<file path="config.mk">
export PLATFORM = sky130hd
export DESIGN_NAME = mult_datapath
export DESIGN_NICKNAME = d
export VERILOG_FILES = /design/src/rtl/mult_datapath.sv
export SDC_FILE = /design/constraint.sdc
export NUM_CORES = 1
export LEC_CHECK = 0
export CAP_MARGIN = 10
export CORE_AREA = 2 2 48 62
export CTS_BUF_LIST = sky130_fd_sc_hd__clkbuf_4 sky130_fd_sc_hd__clkbuf_8
export DETAILED_ROUTE_END_ITERATION = 7
export DIE_AREA = 0 0 50 64
export PLACE_DENSITY = 0.89
export SLEW_MARGIN = 40
export SYNTH_ARGS = -nofsm -noshare
export SYNTH_HDL_FRONTEND = slang
export SYNTH_SLANG_ARGS = --single-unit
</file>
<file path="constraint.sdc">
create_clock -name Clk -period 3.1 [get_ports Clk]
set_clock_uncertainty 0.2 [all_clocks]
set_input_delay 0.62 -clock Clk [delete_from_list [all_inputs] [get_ports Clk]]
set_output_delay 0.62 -clock Clk [all_outputs]
set_load 0.03 [all_outputs]
</file>
<file path="src/rtl/mult_datapath.sv">
// Register and arithmetic datapath of the 8-bit signed shift-add multiplier.
// Holds X, A and B and executes the controller's one-cycle strobes.
module mult_datapath #(
   parameter int WIDTH = 8
) (
   input  logic             Clk,
   input  logic             Reset,
   input  logic             Clr_Ld,
   input  logic             Clr_A,
   input  logic             Add,
   input  logic             Sub,
   input  logic             Shift,
   input  logic [WIDTH-1:0] S,
   output logic             X,
   output logic [WIDTH-1:0] A,
   output logic [WIDTH-1:0] B,
   output logic             M
);

   logic [WIDTH:0] a_ext;
   logic [WIDTH:0] s_ext;
   logic [WIDTH:0] s_opnd;
   logic [WIDTH:0] sum;

   // One WIDTH+1 bit adder serves both Add and Sub; Sub inverts S and injects
   // the +1 as carry-in. The carry out of the top bit falls off the result width.
   always_comb begin
      a_ext  = {A[WIDTH-1], A};
      s_ext  = {S[WIDTH-1], S};
      s_opnd = Sub ? ~s_ext : s_ext;
      sum    = a_ext + s_opnd + {{WIDTH{1'b0}}, Sub};
   end

   // NOTE: sequential state uses non-blocking assignments so every register
   // samples the pre-edge values; the shift reads old X, A and B together.
   always_ff @(posedge Clk) begin
      if (Reset) begin
         X <= 1'b0;
         A <= '0;
         B <= '0;
      end else if (Clr_Ld) begin
         X <= 1'b0;
         A <= '0;
         B <= S;
      end else if (Clr_A) begin
         X <= 1'b0;
         A <= '0;
      end else if (Add || Sub) begin
         {X, A} <= sum;
      end else if (Shift) begin
         A <= {X, A[WIDTH-1:1]};
         B <= {A[0], B[WIDTH-1:1]};
      end
   end

   assign M = B[0];

endmodule

</file>
# Yosys cells after proc, flatten, opt, wreduce, memory -nomap -nowiden
# Cells that the tools add are included.
[word_totals] ramBits=0 mem_bits_ro=0 output_inout_bits=18 regBits=17 latchBits=0 mem_count=0
[classes] n_shift=0 multipliers=0 muxes=7 n_eq_ne=2 n_div=0 n_addsub=2 reduce_logical=5 magnitude_cmp=0 n_bitwise=1
[ops] cell="$mux 8" n=6
[ops] cell="$add 9x1->9" n=1
[ops] cell="$add 9x9->9" n=1
[ops] cell="$mux 9" n=1
[ops] cell="$not 9->9" n=1
[ops] cell="$ne 2x2->1 const B" n=2
[ops] cell="$reduce_bool 2->1" n=2
[ops] cell="$reduce_and 3->1" n=1
[ops] cell="$reduce_or 3->1" n=1
[ops] cell="$logic_or 1x1->1" n=1

# Depth between registers and ports, before layout
# Gate-level depths: netlist of run 1.
[logic_depth] ltp_word=5 depth_mapped=9 mapped_depth_nobuf=8

# Worst setup path before layout of run 1
# Ideal clock, no wire load.
[synth_path] kind="input port to flip-flop" startpoint="input port Sub" endpoint="register A[6]" arrival_time_ns=2.202 required_ns=2.785 path_slack_ns=0.582 n_path_buf=1 path_stages=8 cell_sequence="buf_4 xor2_1 ha_1 a21oi_1 a21oi_1 or4_1 a31oi_1 nor2_1"
[synth_between] elab_chain_len=4
[synth_lines] element="start: declaration" line="11" rtl="input logic Sub,"
[synth_lines] element="$mux 9" line="30" rtl="s_opnd = Sub ? ~s_ext : s_ext;"
[synth_lines] element="$add 9x9->9" line="31" rtl="sum = a_ext + s_opnd + {{WIDTH{1'b0}}, Sub};"
[synth_lines] element="$add 9x1->9" line="31"
[synth_lines] element="$mux 8" line="48" rtl="end else if (Add || Sub) begin"
[synth_lines] element="end signal: assignment" line="49" rtl="{X, A} <= sum;"
[synth_lines] element="end signal: assignment" line="51" rtl="A <= {X, A[WIDTH-1:1]};"
[synth_lines] element="end: declaration" line="15" rtl="output logic [WIDTH-1:0] A,"
# Parallel ways exist; a longest one is shown, timed or not.
# A chain may end at the register's enable or synchronous reset.

# Worst setup path after layout of run 1
# Ends and elaborated chain as after synthesis.

==> results_dict.tcl, run 1 <==
set metrics [dict create \
    synth-adder-area-share 0.09907 \
    worstSkewPairLatency_ns 0.30 \
    layout_common_cells "sky130_fd_sc_hd__clkdlybuf4s50_1, sky130_fd_sc_hd__dfxtp_1, sky130_fd_sc_hd__nor2_1" \
    synth_area_leader_cell "sky130_fd_sc_hd__dfxtp_1" \
    fp-row-count 21 \
    antenna_violating_nets_post_route 0 \
    io_pins 33 \
    worst_ir_drop_vdd_mv 0.1925 \
    drive_gt1_frac 0.08929 \
    groute.usage.overall 0.1927 \
    route.detailed.vias_per_inst 5.599 \
    timing.critical_path.arrival_ns 2.82 \
    rsz0062_at_grt "no" \
    fillcell_total 230 \
    cts-buffers-inserted 3 \
    fp.coreArea_um2 2601 \
    final_critical_path_setup_slack_ns 0.2682 \
    synthArstFlopShare 0 \
    final_min_period_over_clock_period 0.9135 \
    reg2reg_setup_slack_ns 0.93 \
    synth_xor_xnor_area_share 0.07946 \
    clockBufferDepth 2 \
    detailedRoute.firstPassIterationCount 4 \
    worst_setup_hold_path_clk_slew_ns 0.10 \
    numPlacedInstances 198 \
    synth.net_count 159 \
    total_via_count_in_the_routed_design 1131 \
    tightestPinTransition_ns 0.5185 \
    status "finished, final reports clean" \
    syn-instance-count 135 \
    areaGrowthSynthToFinish_pct 29.31 \
    grt_pass1_wl_um 4857 \
    fp.dieW_um 50 \
    yosysSeqAreaShare 0.2807 \
    wire_per_inst_um 13.94 \
    io_buffers 32 \
    fmax_mhz 353.1 \
    first_iter_violations 23 \
    final_period_minus_worst_setup_slack_ns 2.832 \
    hold_fix_buffer_count_after_cts 0 \
    post_synth_top_area_share 0.2807 \
    register_area_um2 340.3 \
    clock_tree_from_tritoncts "done" \
    timing.final.hold_violations 0 \
    slew_viol_final 0 \
    grt-ovfl-total 0 \
    worst_setup_path_start_kind "primary input" \
    synth_top_family_by_area "compound AO/OA/AOI/OAI gates" \
    post_synth_num_cell_types 35 \
    synth_compound_gate_area_share 0.1971 \
    floorplan.initialDensity 0.4661 \
    grt_antenna_before_repair 0 \
    timing.hold.worst_endpoint "X" \
    timing.max_slew.rel_slack 0.6543 \
    most_common_library_cell_in_the_layout_ignoring_fill_and_taps "sky130_fd_sc_hd__clkdlybuf4s50_1" \
    clock_tree.root_cell "sky130_fd_sc_hd__clkbuf_4" \
    power_leakage_nw 0.6409 \
    timing.max_cap.violations 0 \
    synth_area_um2 1212 \
    worstHoldPathType "flip-flop to flip-flop" \
    preCtsSetupSlack_ns -0.05839 \
    ff2ff_path_depth 7 \
    multiInputGateArea_um2 778.2 \
    ys_seq_elements 17 \
    synth_enable_flop_cells 0 \
    diodes 0 \
    final-instance-count-excl-fill 202 \
    hold_critical_path_depth 2 \
    startpoint_of_the_most_critical_register_to_register_path "A[0]" \
    crit_path_max_fanout 6 \
    drc_violation_count_after_routing 0 \
    clock_sink_count 17 \
    synth_simple_gate_area_share 0.1404 \
    cp.required_ns 3.09 \
    fin_nets 193 \
    yosys_warnings 0 \
    path_class "primary input to flip-flop" \
    hp-start "X" \
    reg2reg_to "A[6]" \
    die_y_um 64 \
    setup_viol 0 \
    grt_start_max_net_pins 17 \
    cts_setup_buffers 0 \
    wl_um 2816 \
    cellPowerDensity_nw_per_um2 370.3 \
    grt_pass1_vias 1075 \
    h-tree-depth 1 \
    synth_ff_type "sky130_fd_sc_hd__dfxtp_1" \
    die-area_um2 3200 \
    final_wtd_congestion 0.8663 \
    worstSetupEndpointType "flip-flop" \
    cts_repair_resize_count 0 \
    post_synth_main_area_contributors "sky130_fd_sc_hd__dfxtp_1, sky130_fd_sc_hd__mux2i_1, sky130_fd_sc_hd__ha_1" \
    dp.final_hpwl_um 2195 \
    postSynthAreaPerCell_um2 8.981 \
    multiplexer_share_of_the_synthesized_area 0.1259 \
]
worst max-delay path: stages:
cell and delay (ns):
sky130_fd_sc_hd__clkdlybuf4s50_1 0.54, sky130_fd_sc_hd__buf_4 0.18, sky130_fd_sc_hd__xor2_1 0.22, sky130_fd_sc_hd__inv_1 0.09, sky130_fd_sc_hd__fa_1 0.43, sky130_fd_sc_hd__nand3b_1 0.20
sky130_fd_sc_hd__a21oi_1 0.22, sky130_fd_sc_hd__o31ai_1 0.10, sky130_fd_sc_hd__a31oi_1 0.16, sky130_fd_sc_hd__nor2_1 0.05
metal layers:
layer	global-route usage	wire length (µm)	vias to the layer above
li1	-	-	561
met1	0.2373	1191	539
met2	0.3289	1439	26
met3	0.02570	131	5
met4	0.08333	53	0
met5	0	0	-
power by group:
part / internal, mW / total (mW) / switching (mW) / leakage, nW
logic: 0.0937 / 0.205 / 0.111 / 0.483
registers: 0.231 / 0.242 / 0.0112 / 0.139
clock network: 0.0590 / 0.133 / 0.0744 / 0.0184
total: 0.384 / 0.581 / 0.197 / 0.641
registers in the layout, summed over array words and instances (netlist names):
| name | flops |
|---|---|
| A | 8 |
| B | 8 |
| X | 1 |
per-stage QoR:
step / setup TNS (ns) / area [µm²] / hold WS, ns / util / total power [mW]
floorplan: 0 / 1212 / 0.3804 / - / 0.3824
global placement: 0 / 1538 / 0.2582 / 0.5912 / 0.4445
detailed placement: -0.09257 / 1538 / 0.2579 / 0.5912 / 0.4511
CTS: 0 / 1568 / 0.2707 / 0.6027 / 0.5841
global route: 0 / 1568 / 0.3101 / 0.6027 / 0.6144
finish: 0 / 1568 / 0.2729 / 0.6027 / 0.5806
worst max-delay path by stage:
stage                     from  cells past startpoint  slack, ns    to
final                      Sub                     10       0.27  A[6]
after global routing       Sub                     10       0.08  A[6]
after CTS                  Sub                     10       0.26  A[6]
after detailed placement   Sub                     10      -0.06  A[6]
after global placement     Sub                     10       0.04  A[6]
after floorplan            Sub                      8       0.58  A[6]
cell families (layout without fill, tap and decap cells):
group | count (synthesis) | after routing
fa+ha+maj | 9 | 9
xor+xnor | 11 | 11
buf+inv | 12 | 45
compound gates | 35 | 35
simple gates | 36 | 36
mux | 15 | 15
flops | 17 | 17
area by class of cell:
cell class,count,share of cell area
clock buffers,4,0.01915
inverters,3,0.007183
multi-input cells,106,0.4964
flip-flops and latches,17,0.2171
well taps,34,0.02713
repair buffers,38,0.2330
cell usage after synthesis, drive strengths merged (2+ instances only):
library cell	instances
dfxtp	17
nor2	15
mux2i	13
a211oi	11
nand2	9
xor2	9
a21oi	8
ha	8
buf	7
a31oi	4
o21ai	4
inv	3
nand3	3
clkbuf	2
mux2	2
nor3	2
o31ai	2
or4	2
xnor2	2
(Power assumes the default switching activity.)
==> run 2, diff against run 1 <==
Settings changed: CTS_BUF_LIST sky130_fd_sc_hd__clkbuf_4 sky130_fd_sc_hd__clkbuf_8 to sky130_fd_sc_hd__clkbuf_2 sky130_fd_sc_hd__clkbuf_4 sky130_fd_sc_hd__clkbuf_8.
==> results of run 2 <==
No change in the layout: final DEF, timing and power equal those of run 1.
